**src/rtl/headercap_def.sv**
```systemverilog
// Shared definitions for the rule-memory debug readback path: rule geometry,
// debug address field layout and the readback arbiter state encoding.
package headercap_def;

    localparam int CONCAT_WIDTH = 120;
    localparam int DBG_WORDS    = (CONCAT_WIDTH + 31) / 32;

    // The debug word index is two bits wide, so a readable rule spans at most 4 words
    localparam int DBG_SPAN_W   = 4 * 32;

    // avs_dbg_address = {bank_sel, rule_idx[8:0], word[1:0]}
    localparam int DBG_WORD_LSB = 0;
    localparam int DBG_WORD_W   = 2;
    localparam int DBG_IDX_LSB  = 2;
    localparam int DBG_IDX_W    = 9;
    localparam int DBG_SEL_BIT  = 11;

    typedef enum logic [2:0] {
        ST_IDLE,
        ST_LOOKUP,
        ST_WAIT_SLOT,
        ST_FETCH,
        ST_RESP
    } rb_state_t;

endpackage

```
**src/rtl/rule_word_cache.sv**
```systemverilog
// Single-entry cache of the last rule fetched for debug readback: tag, valid,
// the full rule register and the 32-bit word select with zero padding.
module rule_word_cache
    import headercap_def::*;
#(
    parameter int CONCAT_WIDTH = headercap_def::CONCAT_WIDTH
) (
    input  logic                    clock,
    input  logic                    reset,
    input  logic                    capture,
    input  logic                    cap_bank,
    input  logic [DBG_IDX_W-1:0]    cap_idx,
    input  logic [CONCAT_WIDTH-1:0] cap_data,
    input  logic [1:0]              rule_wren,
    input  logic                    bank_toggle,
    input  logic                    look_bank,
    input  logic [DBG_IDX_W-1:0]    look_idx,
    output logic                    hit,
    input  logic [DBG_WORD_W-1:0]   word,
    output logic [31:0]             word_data
);

    logic                    valid_q;
    logic                    tag_bank_q;
    logic [DBG_IDX_W-1:0]    tag_idx_q;
    logic [CONCAT_WIDTH-1:0] data_q;
    logic                    invalidate;
    logic [DBG_SPAN_W-1:0]   padded;

    // A write to the cached bank, or to the bank being captured right now,
    // makes the entry stale; so does any swap of the active bank.
    assign invalidate = bank_toggle
                      || (valid_q && rule_wren[tag_bank_q])
                      || (capture && rule_wren[cap_bank]);

    assign hit = valid_q && (tag_bank_q == look_bank) && (tag_idx_q == look_idx);

    // Bits above the rule width read back as zero
    assign padded    = DBG_SPAN_W'(data_q);
    assign word_data = (int'(word) < DBG_WORDS) ? padded[{word, 5'd0} +: 32] : 32'd0;

    // Tag and valid tracking; a capture that races an invalidation keeps its data but not its valid
    always_ff @(posedge clock or posedge reset) begin
        if (reset) begin
            valid_q    <= 1'b0;
            tag_bank_q <= 1'b0;
            tag_idx_q  <= '0;
        end else if (capture) begin
            valid_q    <= !invalidate;
            tag_bank_q <= cap_bank;
            tag_idx_q  <= cap_idx;
        end else if (invalidate) begin
            valid_q    <= 1'b0;
        end
    end

    // Rule data register, qualified by valid_q so it needs no reset
    always_ff @(posedge clock) begin
        if (capture) begin
            data_q <= cap_data;
        end
    end

endmodule

```
**src/rtl/rulemem_readback_arbiter.sv**
```systemverilog
// Arbitrates port B of the double-buffered rule memories between the search
// engine (priority) and the Avalon-MM debug readback slave. Readback takes idle
// slots, or forces one stall cycle once it has waited STARVE_LIMIT cycles.
module rulemem_readback_arbiter
    import headercap_def::*;
#(
    parameter int CONCAT_WIDTH = headercap_def::CONCAT_WIDTH,
    parameter int MEM_LATENCY  = 1,
    parameter int STARVE_LIMIT = 15
) (
    input  logic                    clock,
    input  logic                    reset,
    input  logic                    srch_active,
    input  logic [8:0]              srch_addr,
    output logic                    srch_stall,
    output logic [8:0]              mem_addr,
    input  logic [CONCAT_WIDTH-1:0] mem_q0,
    input  logic [CONCAT_WIDTH-1:0] mem_q1,
    input  logic                    bigactive,
    input  logic [9:0]              rulecount,
    input  logic [1:0]              rule_wren,
    input  logic [11:0]             avs_dbg_address,
    input  logic                    avs_dbg_read,
    output logic [31:0]             avs_dbg_readdata,
    output logic                    avs_dbg_waitrequest,
    output logic                    avs_dbg_readdatavalid
);

    localparam int LAT_W = (MEM_LATENCY > 1) ? $clog2(MEM_LATENCY) : 1;
    localparam int STV_W = (STARVE_LIMIT > 0) ? $clog2(STARVE_LIMIT + 1) : 1;

    rb_state_t               state_q;
    logic                    sel_q;
    logic                    bank_q;
    logic                    oob_q;
    logic                    bigactive_q;
    logic [DBG_IDX_W-1:0]    idx_q;
    logic [DBG_WORD_W-1:0]   word_q;
    logic [STV_W-1:0]        starve_q;
    logic [LAT_W-1:0]        lat_q;

    logic                    grant;
    logic                    capture;
    logic                    out_of_range;
    logic                    cache_hit;
    logic                    bank_toggle;
    logic [CONCAT_WIDTH-1:0] cap_data;
    logic [31:0]             cache_word;

    // The slot is taken in the same cycle the wait is resolved, so this
    // cycle is the single issue cycle that drives the rule address to memory.
    assign grant = (state_q == ST_WAIT_SLOT)
                && (!srch_active || (starve_q == STV_W'(STARVE_LIMIT)));

    assign capture      = (state_q == ST_FETCH) && (lat_q == LAT_W'(MEM_LATENCY - 1));
    assign out_of_range = !sel_q && ({1'b0, idx_q} >= rulecount);
    assign bank_toggle  = bigactive ^ bigactive_q;
    assign cap_data     = bank_q ? mem_q1 : mem_q0;

    assign mem_addr   = grant ? idx_q : srch_addr;
    assign srch_stall = grant && srch_active;

    assign avs_dbg_waitrequest   = (state_q != ST_IDLE);
    assign avs_dbg_readdatavalid = (state_q == ST_RESP);
    assign avs_dbg_readdata      = ((state_q == ST_RESP) && !oob_q) ? cache_word : 32'd0;

    rule_word_cache #(
        .CONCAT_WIDTH (CONCAT_WIDTH)
    ) u_cache (
        .clock       (clock),
        .reset       (reset),
        .capture     (capture),
        .cap_bank    (bank_q),
        .cap_idx     (idx_q),
        .cap_data    (cap_data),
        .rule_wren   (rule_wren),
        .bank_toggle (bank_toggle),
        .look_bank   (bank_q),
        .look_idx    (idx_q),
        .hit         (cache_hit),
        .word        (word_q),
        .word_data   (cache_word)
    );

    // Previous active bank, used to spot a bank swap
    always_ff @(posedge clock or posedge reset) begin
        if (reset) begin
            bigactive_q <= 1'b0;
        end else begin
            bigactive_q <= bigactive;
        end
    end

    // Readback sequencer: accept, look up, wait for a slot, fetch, respond
    always_ff @(posedge clock or posedge reset) begin
        if (reset) begin
            state_q  <= ST_IDLE;
            sel_q    <= 1'b0;
            bank_q   <= 1'b0;
            oob_q    <= 1'b0;
            idx_q    <= '0;
            word_q   <= '0;
            starve_q <= '0;
            lat_q    <= '0;
        end else begin
            case (state_q)
                ST_IDLE: begin
                    if (avs_dbg_read) begin
                        // Physical bank is resolved once here and never re-evaluated
                        sel_q   <= avs_dbg_address[DBG_SEL_BIT];
                        bank_q  <= avs_dbg_address[DBG_SEL_BIT] ^ bigactive;
                        idx_q   <= avs_dbg_address[DBG_IDX_LSB +: DBG_IDX_W];
                        word_q  <= avs_dbg_address[DBG_WORD_LSB +: DBG_WORD_W];
                        oob_q   <= 1'b0;
                        state_q <= ST_LOOKUP;
                    end
                end
                ST_LOOKUP: begin
                    if (out_of_range) begin
                        oob_q   <= 1'b1;
                        state_q <= ST_RESP;
                    end else if (cache_hit) begin
                        state_q <= ST_RESP;
                    end else begin
                        state_q <= ST_WAIT_SLOT;
                    end
                end
                ST_WAIT_SLOT: begin
                    if (grant) begin
                        lat_q   <= '0;
                        state_q <= ST_FETCH;
                    end else begin
                        starve_q <= starve_q + 1'b1;
                    end
                end
                ST_FETCH: begin
                    if (capture) begin
                        state_q <= ST_RESP;
                    end else begin
                        lat_q <= lat_q + 1'b1;
                    end
                end
                ST_RESP: begin
                    starve_q <= '0;
                    state_q  <= ST_IDLE;
                end
                default: begin
                    state_q <= ST_IDLE;
                end
            endcase
        end
    end

endmodule
```
**config.mk**
```make
export PLATFORM = sky130hd
export DESIGN_NAME = rulemem_readback_arbiter
export DESIGN_NICKNAME = d
export VERILOG_FILES = /design/src/rtl/headercap_def.sv /design/src/rtl/rule_word_cache.sv /design/src/rtl/rulemem_readback_arbiter.sv
export SDC_FILE = /design/constraint.sdc
export NUM_CORES = 1
export LEC_CHECK = 0
export ABC_CLOCK_PERIOD_IN_PS = 2800
export CORE_MARGIN = 2
export CORE_UTILIZATION = 30
export CTS_CLUSTER_DIAMETER = 40
export CTS_CLUSTER_SIZE = 8
export DETAILED_ROUTE_END_ITERATION = 10
export HOLD_SLACK_MARGIN = 0.12
export SLEW_MARGIN = 20
export SYNTH_ARGS = -nofsm -noshare
export SYNTH_HDL_FRONTEND = slang
export SYNTH_SLANG_ARGS = --single-unit
```
**constraint.sdc**
```tcl
create_clock -name clock -period 2.8 [get_ports clock]
set_input_delay 0.42 -clock clock [delete_from_list [all_inputs] [get_ports clock]]
set_output_delay 0.42 -clock clock [all_outputs]
set_load 0.005 [all_outputs]
```
==> flow_summary_export.csv, run 1 <==
group,metric,value,unit
clocking,clock-sinks,154,
logic_synthesis,netlist_area,7920,um^2
power_and_ir_drop,vdd_drop_max,532,uV
worst_setup_path,r2r_setup_slack,810,ps
global_routing,grt_pass1_vias,5792,
power_and_ir_drop,p_int,0.00688,W
placement,post-place-cells,1153,
clocking,clk_pin_slew,70,ps
logic_synthesis,ys_seq_area_share,56.2,%
sta,maxSlewViolCount,0,
hold_path,hold_path.class,"in -> async",
floorplan,core_area,26000,um^2
drt,drc,0,
drt,routed_wl,21300,um
worst_setup_path,worstPathRequired,2380,ps
clocking,cts-root-buf,"clkbuf_16",
cells_and_area,fillers,2374,
worst_setup_path,path_class,"reg -> out",
clocking,tritoncts,"built",
worst_setup_path,crit_fanout,9,
worst_setup_path,cp_slowest_cell,"dfrtp_2",
worst_setup_path,path_delay_family,"buffers and inverters",
cells_and_area,n_antenna_cell,0,
logic_synthesis,ys_seq_elements,154,
worst_setup_path,crit_buf_inv,2,
logic_synthesis,synth_nets,799,
placement,port_buffers,321,
floorplan,dieArea,27700,um^2
power_and_ir_drop,p_per_area,813,nW/um^2
global_routing,grt_max_degree,80,
drt,met1Wirelength,9180,um
sta,timing.final.ws_setup,116,ps
drt,detail_route.vias_per_cell,4.52,
logic_synthesis,ys.flop_type,"edfxtp_1",
worst_setup_path,r2r-start,"bank_q$_DFFE_PP0P_",
sta,period_needed,2680,ps
logic_synthesis,synth_warnings,0,
cells_and_area,final_nets,1131,
drt,met2_length,10800,um
drt,wl_per_cell,17.9,um
sta,rsz0062_at_grt,"no",
worst_setup_path,reg2reg_to,"u_cache.data_q[118]$_DFFE_PP_",
placement,routabilityCongestion,0.741,
power_and_ir_drop,net-switching-power,0.00305,W
worst_setup_path,end_kind,"output port",
cells_and_area,syn_to_final_growth,54.3,%
cells_and_area,drive_gt1_share,28.5,%
logic_synthesis,synth_edf_count,120,
drt,wl_met3,1170,um
drt,top_layer,"met4",
flow_run,drv_cap,0,
clocking,max-clock-path-buffers,2,
drt,drtIter0Drc,164,
run_status,status,"complete, no violations",
sta,tns,0,ps
worst_setup_path,worstPathCellList,"nand2b_4, nor2_4, and2_4, buf_12, mux2_2, clkdlybuf4s50_1",
placement,dp_hpwl,15500,um
placement,dp_worst_setup_slack,274,ps
drt,first_pass_iters,4,
clocking,htreeDepth,4,
power_and_ir_drop,leakage,4.39,nW
power_and_ir_drop,swShare,30.7,%
clocking,cts_buffers,17,
clocking,insertion_delay,420,ps
logic_synthesis,async_flop_share,22.1,%
sta,skew,8.69,ps
floorplan,initial_core_util,30.5,%
global_routing,antenna_found_initial,0,
sta,post-route-period-util,95.8,%
global_routing,grtUsageTotal,15.5,%
clocking,cts.hold.buffers_added,0,
sta,setup_violations,0,
floorplan,rows,59,
sta,slew_headroom,45.6,%
logic_synthesis,synthCells,511,
worst_setup_path,reg2reg_depth,2,
global_routing,grt_pass1_wl,32900,um
worst_setup_path,cpPeakStageDelay,460,ps
worst_setup_path,start_kind,"flop",
cells_and_area,fin_area,12200,um^2
sta,max_freq,373,MHz
worst_setup_path,cp.arrival,2260,ps
sta,finalHoldViolCount,0,
placement,place_area,11600,um^2
power_and_ir_drop,seqPwrFrac,38.0,%
cells_and_area,multi_input_area,3280,um^2
power_and_ir_drop,p_clk_share,23.1,%
cells_and_area,final-seq-area,4460,um^2
floorplan,io_pins,322,
floorplan,die_x,166,um
cells_and_area,fin_cells,1191,
drt,ant_nets,0,
drt,route.vias.total,5380,
logic_synthesis,syn_area_per_cell,15.5,um^2
sta,worst_pin_slew,815,ps
cells_and_area,post-route-util,47.0,%
floorplan,die_h,166,um
logic_synthesis,ys_types,45,
global_routing,grt_overflow,0,
power_and_ir_drop,pwr-share-comb,38.9,%
## area by class of cell
type	count	area share, %
repair buffers	342	28.0
multi-input cells	316	26.8
inverters	12	0.369
flip-flops and latches	154	36.5
clock buffers	19	3.89
clock inverters	13	0.942
well taps	335	3.43
## power groups by stage
stage                     sequential, W  combinational, W  clock [W]
after floorplan                 0.00351           0.00278          0
after global placement          0.00385           0.00384          0
after detailed placement        0.00386           0.00384          0
after CTS                       0.00382           0.00391    0.00237
after global routing            0.00387           0.00424    0.00245
final                           0.00377           0.00387    0.00229
## cells in the mapped netlist (6+ instances only)
library cell	instances	area share, %
mux4_2	24	6.8
mux2_2	146	21
ha_1	10	1.6
nor2b_1	16	1.3
edfxtp_1	120	46
a21oi_1	15	0.95
nor2_1	23	1.1
xnor2_1	11	1.2
and2b_1	10	0.95
dfrtp_1	34	11
nand2_1	6	0.28
mux2i_1	9	1.1
buf_2	16	1.0
inv_1	11	0.52
## logic make-up after synthesis
kind of cell	count (synthesis)	synth area share, %
multiplexers	185	29.6
flip-flops	154	56.2
AND/OR/NAND/NOR	78	6.05
buffers and inverters	42	2.81
AO/OA/AOI/OAI	28	2.13
XOR/XNOR	14	1.55
adder cells (fa/ha/maj)	10	1.58
## worst max-delay path by stage
stage                                 start                               end  slack [ps]  depth (start not counted)
finish               state_q[2]$_DFFE_PP0P_                       mem_addr[8]         120                          6
floorplan            state_q[2]$_DFFE_PP0P_  u_cache.tag_idx_q[0]$_DFFE_PP0P_         480                          4
detailed placement   state_q[2]$_DFFE_PP0P_               avs_dbg_readdata[0]         270                          4
CTS                 starve_q[1]$_DFFE_PP0P_                       mem_addr[4]           6                          7
global placement                srch_active                       mem_addr[6]         300                          6
global route         state_q[2]$_DFFE_PP0P_               avs_dbg_readdata[3]           2                          5
## flip-flops by register name, summed over array words and instances (netlist names), 2 cells and up
signal / count
u_cache.tag_idx_q: 9
idx_q: 9
u_cache.data_q: 120
state_q: 3
word_q: 2
starve_q: 4
## routing by layer
layer,up-vias,track usage (%)
li1,2609,-
met4,0,3.64
met1,2573,19.4
met5,-,0
met3,10,3.99
met2,188,26.9
## worst register-to-register path, stage by stage (launching register included)
cell	delay (ps)
dfrtp_4	950
buf_4	410
mux2_2	380
## what timing repair did
action / in CTS / in global routing
cloned: 1 / 0
gates resized for setup: 3 / 5
buffers inserted: 3 / 2
endpoints found under the setup margin: 41 / 28
pin swaps: 0 / 1
## cell usage in the layout, fill, tap and decap left out, drive strengths merged, types with 5 or more instances in the layout
cell / count
xnor2: 11
and2b: 10
clkdlybuf4s50: 321
mux4: 24
a21oi: 15
edfxtp: 120
ha: 10
nand2b: 6
nor2b: 16
buf: 21
o21ai: 5
nor2: 24
nand4: 5
inv: 22
clkbuf: 19
nand2: 6
dfrtp: 34
mux2: 152
mux2i: 9
## metrics by stage
| stage | hold slack (ps) | total power [W] |
|---|---|---|
| floorplan | 451 | 0.00629 |
| CTS | 397 | 0.0101 |
| finish | 394 | 0.00993 |
| global placement | 497 | 0.00769 |
| detailed placement | 491 | 0.00770 |
| global route | 448 | 0.0106 |
No activity file was read; power rests on OpenSTA's default activity.
==> run 2: changes to the inputs <==
--- a/config.mk
+++ b/config.mk
@@ -12,6 +12,7 @@
 export CTS_CLUSTER_SIZE = 8
 export DETAILED_ROUTE_END_ITERATION = 10
 export HOLD_SLACK_MARGIN = 0.12
+export PLACE_DENSITY = 0.62
 export SLEW_MARGIN = 20
 export SYNTH_ARGS = -nofsm -noshare
 export SYNTH_HDL_FRONTEND = slang
==> run 2 against run 1 <==
Net effect: core utilization rose by 0.23 points; largest power group unchanged; critical path depth down 2; cell count unchanged; non-clock buffer count is the same; global-route usage decreased by 0.098 points.
==> flow_summary_export.csv, run 2 (synthesis gave the netlist of run 1 again) <==
group,metric,value,unit
drt,wl_per_cell,17.7,um
clocking,htreeDepth,4,
sta,finalHoldViolCount,0,
sta,worst_pin_slew,618,ps
run_status,status,"complete, no violations",
floorplan,rows,59,
sta,maxSlewViolCount,0,
placement,post-place-cells,1153,
clocking,max-clock-path-buffers,2,
flow_run,drv_cap,0,
drt,routed_wl,21100,um
cells_and_area,syn_to_final_growth,55.0,%
floorplan,core_area,26000,um^2
worst_setup_path,crit_fanout,10,
drt,drc,0,
placement,routabilityCongestion,0.740,
floorplan,io_pins,322,
cells_and_area,final_cell_mix,"clkdlybuf4s50_1 (321), mux2_2 (146), edfxtp_1 (120), dfrtp_1 (29), mux4_2 (24)",
cells_and_area,final_nets,1131,
hold_path,hold_path.class,"in -> async",
worst_setup_path,worstPathRequired,2380,ps
global_routing,grtUsageTotal,15.4,%
floorplan,dieArea,27700,um^2
sta,skew,9.58,ps
drt,ant_nets,0,
power_and_ir_drop,leakage,4.41,nW
power_and_ir_drop,vdd_drop_max,419,uV
worst_setup_path,path_class,"reg -> out",
clocking,clock-sinks,154,
placement,port_buffers,321,
global_routing,grt_pass1_wl,32700,um
clocking,cts-root-buf,"clkbuf_16",
cells_and_area,largest_reg_flops,120,
sta,slew_headroom,58.8,%
power_and_ir_drop,p_per_area,823,nW/um^2
clocking,clk_pin_slew,70,ps
worst_setup_path,cpPeakStageDelay,570,ps
worst_setup_path,cp_slowest_cell,"mux4_2",
clocking,cts_buffers,17,
drt,route.vias.total,5431,
clocking,tritoncts,"built",
cells_and_area,n_antenna_cell,0,
floorplan,die_h,166,um
global_routing,antenna_found_initial,0,
cells_and_area,regMostFlops,"u_cache.data_q",
cells_and_area,fin_cells,1191,
global_routing,grt_max_degree,71,
cells_and_area,fillers,2321,
cells_and_area,drive_gt1_share,28.4,%
floorplan,die_x,166,um
floorplan,initial_core_util,30.5,%
sta,period_needed,2680,ps
clocking,insertion_delay,410,ps
sta,setup_violations,0,
global_routing,grt_overflow,0,
cells_and_area,layout_commonest_cell,"clkdlybuf4s50_1",
global_routing,grt_pass1_vias,5841,
drt,drtIter0Drc,163,
worst_setup_path,worstPathCellList,"buf_12, mux4_2, nor2b_1, clkdlybuf4s50_1",
sta,post-route-period-util,95.8,%
worst_setup_path,cp.arrival,2260,ps
placement,dp_hpwl,15400,um
drt,detail_route.vias_per_cell,4.56,
power_and_ir_drop,power,0.0101,W
cells_and_area,reg.largest.list,"u_cache.data_q: 120 flops, idx_q: 9 flops, u_cache.tag_idx_q: 9 flops",
drt,first_pass_iters,4,
sta,max_freq,373,MHz
worst_setup_path,start_kind,"flop",
worst_setup_path,end_kind,"output port",
sta,tns,0,ps
run 2: worst max-delay path, delay by kind of cell (launching register included):
family                 cells  cell delay [ps]
buffers and inverters      2              640
multiplexers               1              570
flip-flops                 1              480
AND/OR/NAND/NOR            1              160
run 2: worst paths after layout:
check | start | to | slack [ps] | cells after the start
max | word_q[0]$_DFFE_PP0P_ | avs_dbg_readdata[0] | 120 | 4
min | reset | state_q[0]$_DFFE_PP0P_ | 410 | 3
max reg2reg | bank_q$_DFFE_PP0P_ | u_cache.data_q[0]$_DFFE_PP_ | 920 | 2
min reg2reg | sel_q$_DFFE_PP0P_ | sel_q$_DFFE_PP0P_ | 520 | 1
max in group asynchronous | reset | bank_q$_DFFE_PP0P_ | 2020 | 3
min in group clock | sel_q$_DFFE_PP0P_ | sel_q$_DFFE_PP0P_ | 520 | 1
run 2: final cells by class:
class                   instances  area (um^2)  share of cell area [%]
inverters                      12         45.0                   0.367
flip-flops and latches        154         4460                    36.4
clock buffers                  20          467                    3.80
repair buffers                342         3460                    28.1
well taps                     335          419                    3.41
multi-input cells             316         3270                    26.7
clock inverters                12          154                    1.25
run 2: per-stage QoR:
stage | hold WS, ps | setup slack [ps] | utilization (%) | cell area (um^2)
after floorplan | 451 | 484 | - | 7920
after CTS | 407 | 17.1 | 47.2 | 12300
after global placement | 507 | 298 | 44.6 | 11600
after global routing | 425 | -25.4 | 47.2 | 12300
final | 407 | 118 | 47.2 | 12300
after detailed placement | 508 | 286 | 44.6 | 11600
run 2: routing by layer:
layer | vias up | routed length, um | track usage (%)
li1 | 2604 | - | -
met1 | 2622 | 9020 | 19.3
met2 | 196 | 10800 | 27.0
met3 | 9 | 1150 | 3.09
met4 | 0 | 169 | 4.39
met5 | - | 0 | 0
run 2: where the power goes:
group / switching (W) / internal, W
combinational: 0.00158 / 0.00237
sequential: 0.000484 / 0.00327
clock: 0.000979 / 0.00142
total: 0.00304 / 0.00706
run 2: what timing repair did:
action / 4_1_cts / 5_1_grt
resized for setup: 2 / 4
setup buffers: 4 / 1
cloned: 1 / 0
hold buffers: 0 / 0
pin swaps: 1 / 0
setup endpoints to repair: 40 / 19
